<file path="src/rtl/mem_rr_arb.sv">
// Two-requester round-robin arbiter sharing one memory port, with address-window error check.
// Define MEM_ARB_HOLD_EN to let the current owner keep priority for up to HOLD_MAX consecutive accepts.
module mem_rr_arb #(
  parameter logic [31:0] ADDR_BASE = 32'h0000_0000,
  parameter logic [31:0] ADDR_SIZE = 32'h0001_0000,
  parameter int          HOLD_MAX  = 4
) (
  input  logic        clk,
  input  logic        rst,
  input  logic        s0_cs,
  input  logic        s0_we,
  input  logic [31:0] s0_addr,
  input  logic [3:0]  s0_byte,
  input  logic [31:0] s0_di,
  output logic [31:0] s0_do,
  output logic        s0_busy,
  output logic        s0_err,
  input  logic        s1_cs,
  input  logic        s1_we,
  input  logic [31:0] s1_addr,
  input  logic [3:0]  s1_byte,
  input  logic [31:0] s1_di,
  output logic [31:0] s1_do,
  output logic        s1_busy,
  output logic        s1_err,
  output logic        m_cs,
  output logic        m_we,
  output logic [31:0] m_addr,
  output logic [3:0]  m_byte,
  output logic [31:0] m_di,
  input  logic [31:0] m_do,
  input  logic        m_busy
);

  logic        rr_ptr_q, rr_ptr_d;
  logic        rd_vld_q, rd_vld_d;
  logic        rd_own_q, rd_own_d;
  logic        err0_q, err0_d;
  logic        err1_q, err1_d;
  logic [31:0] hold0_q, hold0_d;
  logic [31:0] hold1_q, hold1_d;

  logic in_rng0, in_rng1;
  logic vld0, vld1;
  logic win;
  logic acc;

`ifdef MEM_ARB_HOLD_EN
  localparam logic [2:0] HOLD_LIM = 3'(HOLD_MAX);
  logic [2:0] hold_cnt_q, hold_cnt_d;
  logic       keep;
`endif

  always_comb begin
    in_rng0 = (ADDR_SIZE == 32'd0) || ((s0_addr - ADDR_BASE) < ADDR_SIZE);
    in_rng1 = (ADDR_SIZE == 32'd0) || ((s1_addr - ADDR_BASE) < ADDR_SIZE);
    vld0    = s0_cs & in_rng0;
    vld1    = s1_cs & in_rng1;

`ifdef MEM_ARB_HOLD_EN
    // hold_cnt of zero means no owner yet, so the plain round-robin rule applies
    keep = (hold_cnt_q != 3'd0) && (hold_cnt_q < HOLD_LIM);
    if (vld0 && vld1) win = keep ? rr_ptr_q : ~rr_ptr_q;
    else              win = vld1;
`else
    if (vld0 && vld1) win = ~rr_ptr_q;
    else              win = vld1;
`endif

    m_cs   = vld0 | vld1;
    m_we   = m_cs & (win ? s1_we : s0_we);
    m_addr = win ? s1_addr : s0_addr;
    m_byte = win ? s1_byte : s0_byte;
    m_di   = win ? s1_di   : s0_di;
    acc    = m_cs & ~m_busy;

    s0_busy = vld0 & (win ? 1'b1 : m_busy);
    s1_busy = vld1 & (win ? m_busy : 1'b1);
    s0_err  = err0_q;
    s1_err  = err1_q;

    // the returned beat passes straight through to its owner in the data cycle
    s0_do = (rd_vld_q && !rd_own_q) ? m_do : hold0_q;
    s1_do = (rd_vld_q &&  rd_own_q) ? m_do : hold1_q;
  end

  always_comb begin
    rr_ptr_d = rr_ptr_q;
    rd_vld_d = 1'b0;
    rd_own_d = rd_own_q;
    hold0_d  = hold0_q;
    hold1_d  = hold1_q;
    err0_d   = s0_cs & ~in_rng0;
    err1_d   = s1_cs & ~in_rng1;

    if (acc) begin
      rr_ptr_d = win;
      if (!m_we) begin
        rd_vld_d = 1'b1;
        rd_own_d = win;
      end
    end

    if (rd_vld_q) begin
      if (rd_own_q) hold1_d = m_do;
      else          hold0_d = m_do;
    end
  end

`ifdef MEM_ARB_HOLD_EN
  always_comb begin
    hold_cnt_d = hold_cnt_q;
    if (acc) begin
      if (win == rr_ptr_q && hold_cnt_q != 3'd0) begin
        if (hold_cnt_q != 3'd7) hold_cnt_d = hold_cnt_q + 3'd1;
      end else begin
        hold_cnt_d = 3'd1;
      end
    end
  end

  always_ff @(posedge clk) begin
    if (rst) hold_cnt_q <= 3'd0;
    else     hold_cnt_q <= hold_cnt_d;
  end
`endif

  always_ff @(posedge clk) begin
    if (rst) begin
      rr_ptr_q <= 1'b1;
      rd_vld_q <= 1'b0;
      rd_own_q <= 1'b0;
      err0_q   <= 1'b0;
      err1_q   <= 1'b0;
      hold0_q  <= 32'd0;
      hold1_q  <= 32'd0;
    end else begin
      rr_ptr_q <= rr_ptr_d;
      rd_vld_q <= rd_vld_d;
      rd_own_q <= rd_own_d;
      err0_q   <= err0_d;
      err1_q   <= err1_d;
      hold0_q  <= hold0_d;
      hold1_q  <= hold1_d;
    end
  end

endmodule

</file>
<file path="config.mk">
export PLATFORM = sky130hd
export DESIGN_NAME = mem_rr_arb
export DESIGN_NICKNAME = d
export VERILOG_FILES = /design/src/rtl/mem_rr_arb.sv
export SDC_FILE = /design/constraint.sdc
export NUM_CORES = 1
export LEC_CHECK = 0
export CAP_MARGIN = 25
export CORE_AREA = 2 2 123 125
export DETAILED_ROUTE_END_ITERATION = 16
export DIE_AREA = 0 0 125 127
export PLACE_DENSITY = 0.66
export SETUP_SLACK_MARGIN = 0.5
export SLEW_MARGIN = 10
export SYNTH_ARGS = -nofsm -noshare
export SYNTH_HDL_FRONTEND = slang
export SYNTH_SLANG_ARGS = --single-unit
</file>
<file path="constraint.sdc">
create_clock -name clk -period 2.55 [get_ports clk]
set_input_delay 0.51 -clock clk [delete_from_list [all_inputs] [get_ports clk]]
set_output_delay 0.51 -clock clk [all_outputs]
set_load 0.05 [all_outputs]
</file>
======== Yosys cells after proc, flatten, opt, wreduce, memory -nomap -nowiden ========
Cells that the tools add are included.
cells by class
  order comparisons ....................... 2
  reduce and logical (&&, ||, !) cells .... 8
  bitwise logic cells ..................... 16
  mux-type cells .......................... 10
operator list
  kind                                                          count
  two-way mux 32 bit                                            4
  less-than comparator 32 x 17 -> 1 bit, second input constant  2
  bitwise AND 1 bit                                             8
  NOT 1 bit                                                     7
  AND reduction 2 bit                                           3
  two-way mux 1 bit                                             5
  two-way mux 4 bit                                             1
  logical AND 1 bit                                             3
  OR reduction 2 bit                                            1
  logical NOT 1 bit                                             1
  bitwise OR 1 bit                                              1
storage, ports and cells
  word-level logic and storage cells ...... 43
  input port bits ......................... 175
  flip-flop bits (word level) ............. 69
  output and inout port bits .............. 138

======== Longest topological paths before layout ========
Gate-level depths: netlist of run 1.
  depth in word-level cells ............... 8
  depth in mapped cells ................... 7
  mapped depth without buffers ............ 5

======== Least setup slack after synthesis of run 1 ========
Ideal clock, no wire load.
  path type ............................... input-to-output
  from .................................... input s0_addr[31]
  to ...................................... output m_we
  path buffers ............................ 1
  stages on the path ...................... 6
  data required time ...................... 2.040 ns
  setup slack ............................. -0.368 ns
  arrival ................................. 2.408 ns
  cell sequence ........................... nor4_1 > nand4_1 > o211ai_4 > buf_8 > mux2i_1 > a21oi_1
on the way
  word-level cells in the longest chain between the ends .. 6
  elaborated cells between the ends (all ways) .. 7
  those cells by class .................... order compare (1); mux (2); bitwise (3); reduce/logical (1)
RTL lines
  what                                     RTL line  RTL
  start: declaration                       12        input logic [31:0] s0_addr,
  less-than comparator 32 x 17 -> 1 bit *  55        in_rng0 = (ADDR_SIZE == 32'd0) || ((s0_addr - ADDR_BASE) < ADDR_SIZE);
  bitwise AND 1 bit *                      57        vld0 = s0_cs & in_rng0;
  logical AND 1 bit                        66        if (vld0 && vld1) win = ~rr_ptr_q;
  two-way mux 1 bit                        66
  two-way mux 1 bit                        71        m_we = m_cs & (win ? s1_we : s0_we);
  bitwise AND 1 bit *                      71
  end: declaration                         27        output logic m_we,
Every way passes the cells marked *; elsewhere a longest branch is shown, timed or not.

======== Worst setup path in the final report of run 1 ========
  from .................................... input s0_addr[19]
  to ...................................... output m_byte[0]
on the way
  word-level cells in the longest chain between the ends .. 5
RTL lines
  what                                   RTL line  RTL
  less-than comparator 32 x 17 -> 1 bit  55
  bitwise AND 1 bit                      57
  logical AND 1 bit                      66
  two-way mux 1 bit                      66
  two-way mux 4 bit                      73        m_byte = win ? s1_byte : s0_byte;
  end: declaration                       29        output logic [3:0] m_byte,
Every way passes these cells.

==> flow_summary.ini, run 1 <==
[run_status]
status = finished, violations left
violations = setup timing

[route]
finalWirelength_mm = 19.1
vias = 3939
drtIter0Drc = 118
drtAntennaViolNets = 0
drc = 0
wl_per_cell_microns = 21.7
viasPerCell = 4.48
first_pass_iters = 4

[clock_tree]
ctsHtreeMaxLevel = 3
cts_sinks = 69
root_buffer = clkbuf_16
clk_pin_slew_worst_paths_ns = 0.06
numCtsBuffers = 9
cts_hold_buf = 0
cts_tree = yes
cts_buffer_depth = 2
clk_latency_ns = 0.32

[grt]
grt_antenna_before_repair = 9
grt_max_degree = 55
grt_overflow_total = 0
grt_first_pass_wirelength_mm = 27.1
grtUsageTotal_pct = 22.9
grt_pass1_vias = 4249

[pwr]
peakVddDrop_mv = 0.308
power.density_mw_per_mm2 = 331
leakagePower_nw = 4.27
power_w = 0.00306

[timing]
post-route-period-util_pct = 109
tightest_slew_ns = 0.596
fmax_mhz = 358
finalSetupViolCount = 67
hold_viol = 0
hold_ws_ns = 0.589
slew_headroom_pct = 60.2
clock_skew_ns = 0.00641
rsz0062_at_grt = true
fin_crit_ns = 2.79
slew_viol_final = 0
setup_ws_ns = -0.240

[critical_path]
path_cells = buf_8, nor4_4, nand4_1, o211ai_4, buf_12, buf_12, buf_12, mux2_4, buf_8
crit_type = input pin to output port
worstPathRequired_ns = 2.04
cp_num_buf_inv = 5
crit_top_cell = buf_12
critPathTopFamily = buffers and inverters
end_kind = output port
startpoint_type = input pin
worstReg2RegStart = rd_vld_q$_SDFF_PP0_
r2r_setup_slack_ns = 1.01
reg2reg_depth = 7
worstPathArrival_ns = 2.28
cp_slowest_stage_delay_ns = 0.31
crit_slowest_cell = mux2_4
path_max_fanout = 8
crit_start = s0_addr[19]
rr_endpoint = hold1_q[4]$_SDFFE_PP0P_

[flow_run]
cap_violations = 0

[floorplan]
io_pins = 313
fp.dieArea_sq_mm = 0.0159
dieWidth_microns = 125
rows = 44
fp.dieH_microns = 127
initial_core_util_pct = 25.1
coreArea_sq_mm = 0.0144

[finish]
fillCellCount = 1084
drive_above_1_share_pct = 57.8
syn2layout_area_growth_pct = 155
multiInputGateArea_sq_mm = 0.00272
seq_area_sq_mm = 0.00139
nNetsFinal = 862
final_area_sq_mm = 0.00924
post-route-util_pct = 64.0

[synth]
synthCells = 326
synth_seq_cells = 69
yosys-top-cells-area = dfxtp_1, mux2_2, and2_1
yosys_warnings = 0
synth_nets = 501
ys_seq_area_share_pct = 38.2
synth.top_cell.area_share_pct = 38.2
synth_area_sq_mm = 0.00362
syn_area_per_cell_sq_um = 11.1
yosysTopAreaCell = dfxtp_1
synth_cell_types = 35

[placed_design]
io_buffers = 312
dpl_cell_area_sq_mm = 0.00741
gp_congestion = 0.911
dp_hpwl_mm = 14.5

[min_path]
hold_end = rr_ptr_q$_SDFFE_PP1P_
hold_depth = 1
hp-class = flop to flop
min_from = rr_ptr_q$_SDFFE_PP1P_
[how the worst max path moves through the flow]
stage	slack (ns)	depth (start not counted)	endpoint
after global routing	-0.34	9	m_byte[0]
after global placement	-0.56	8	m_di[30]
after detailed placement	-0.63	8	m_di[30]
after CTS	-0.27	9	m_addr[9]
final	-0.24	9	m_byte[0]
after floorplan	0.1	5	m_addr[0]
[cells in the final DEF, fill, tap and decap left out, drive strengths merged]
cell type and n:
nor4 8, clkinvlp 2, nor2b 1, dlygate4sd2 1, nand3 1, dlymetal6s2s 2, dfxtp 69, and2b 1
and2 81, o21ai 1, mux2 117, clkbuf 25, a21oi 4, clkdlybuf4s15 4, nand2b 1, buf 208
mux2i 1, o311ai 1, and3 1, diode 4, nand2 5, nor2 1, nor3b 1, clkdlybuf4s50 142
o211ai 1, inv 4, clkinv 4, and4 2, a311o 1, nand4 1, o2111ai 1
[state kept, by name, indices dropped and copies added (netlist names)]
register,count
hold0_q,32
hold1_q,32
rd_own_q,1
rd_vld_q,1
rr_ptr_q,1
s0_err,1
s1_err,1
[cell type report]
type | instances | share of cell area (%)
repair buffers | 372 | 49.7
multi-input cells | 231 | 29.5
flip-flops and latches | 69 | 15.0
clock buffers | 10 | 2.59
well taps | 184 | 2.49
clock inverters | 6 | 0.420
inverters | 4 | 0.163
diodes | 4 | 0.108
[stage by stage]
step	setup TNS, ns	setup slack, ns	instances
2_1_floorplan	0	0.0968	326
3_3_place_gp	-34.82	-0.564	826
3_5_place_dp	-39.34	-0.631	826
4_1_cts	-14.52	-0.269	866
5_1_grt	-18.17	-0.335	876
6_report	-11.62	-0.240	880
[Yosys cell counts]
cell       number
nand4_1         1
nor4_1          6
mux2i_1         1
a21oi_1         3
nand3_1         1
o211ai_4        1
buf_1           5
o21ai_0         1
and2_1         74
a21oi_2         1
and3_2          1
and2b_1         1
dfxtp_1        69
and4_1          1
nand2b_1        1
nor4_4          1
nor2b_1         1
and2_2          7
mux2_4          1
clkbuf_1        8
buf_8           1
nand2_1         5
o2111ai_1       1
a311o_2         1
and4_2          1
nor2_2          1
buf_6           5
nor4_2          1
mux2_1          9
buf_2           2
o311ai_0        1
nor3b_1         1
mux2_2        107
inv_1           4
clkbuf_2        1
[layer usage]
metal	global-route usage, %	vias up	wire, microns
met5	0	-	63
li1	-	1864	-
met2	39.8	164	9730
met4	3.99	10	196
met3	9.55	20	1700
met1	26.7	1881	7380
[power by group]
part | leakage [nW] | switching, W | internal [W]
sequential | 0.557 | 0.000000506 | 0.00108
combinational | 3.57 | 0.000382 | 0.000459
clock | 0.134 | 0.000459 | 0.000680
[repair_timing]
item                                    4_1_cts  5_1_grt
pin swaps                                    16        9
buffers inserted                             16        8
gates cloned                                  8        2
resized for setup                           362       66
endpoints found under the setup margin      138      133
[logic make-up (layout without fill, tap and decap cells)]
| family | after synthesis | in the layout | share of synthesized area (%) |
|---|---|---|---|
| AO/OA/AOI/OAI | 9 | 9 | 2.18 |
| buffers and inverters | 26 | 392 | 4.15 |
| flip-flops | 69 | 69 | 38.2 |
| multiplexers | 118 | 118 | 36.8 |
| other | 0 | 4 | 0 |
| AND/OR/NAND/NOR | 104 | 104 | 18.7 |
Power figures use the tool's default switching activity.
==> run 2, diff against run 1 <==
CTS_CLUSTER_SIZE = 24   (was unset)
==> results of run 2 <==
Final layout, timing and power as in run 1 (identical DEF).
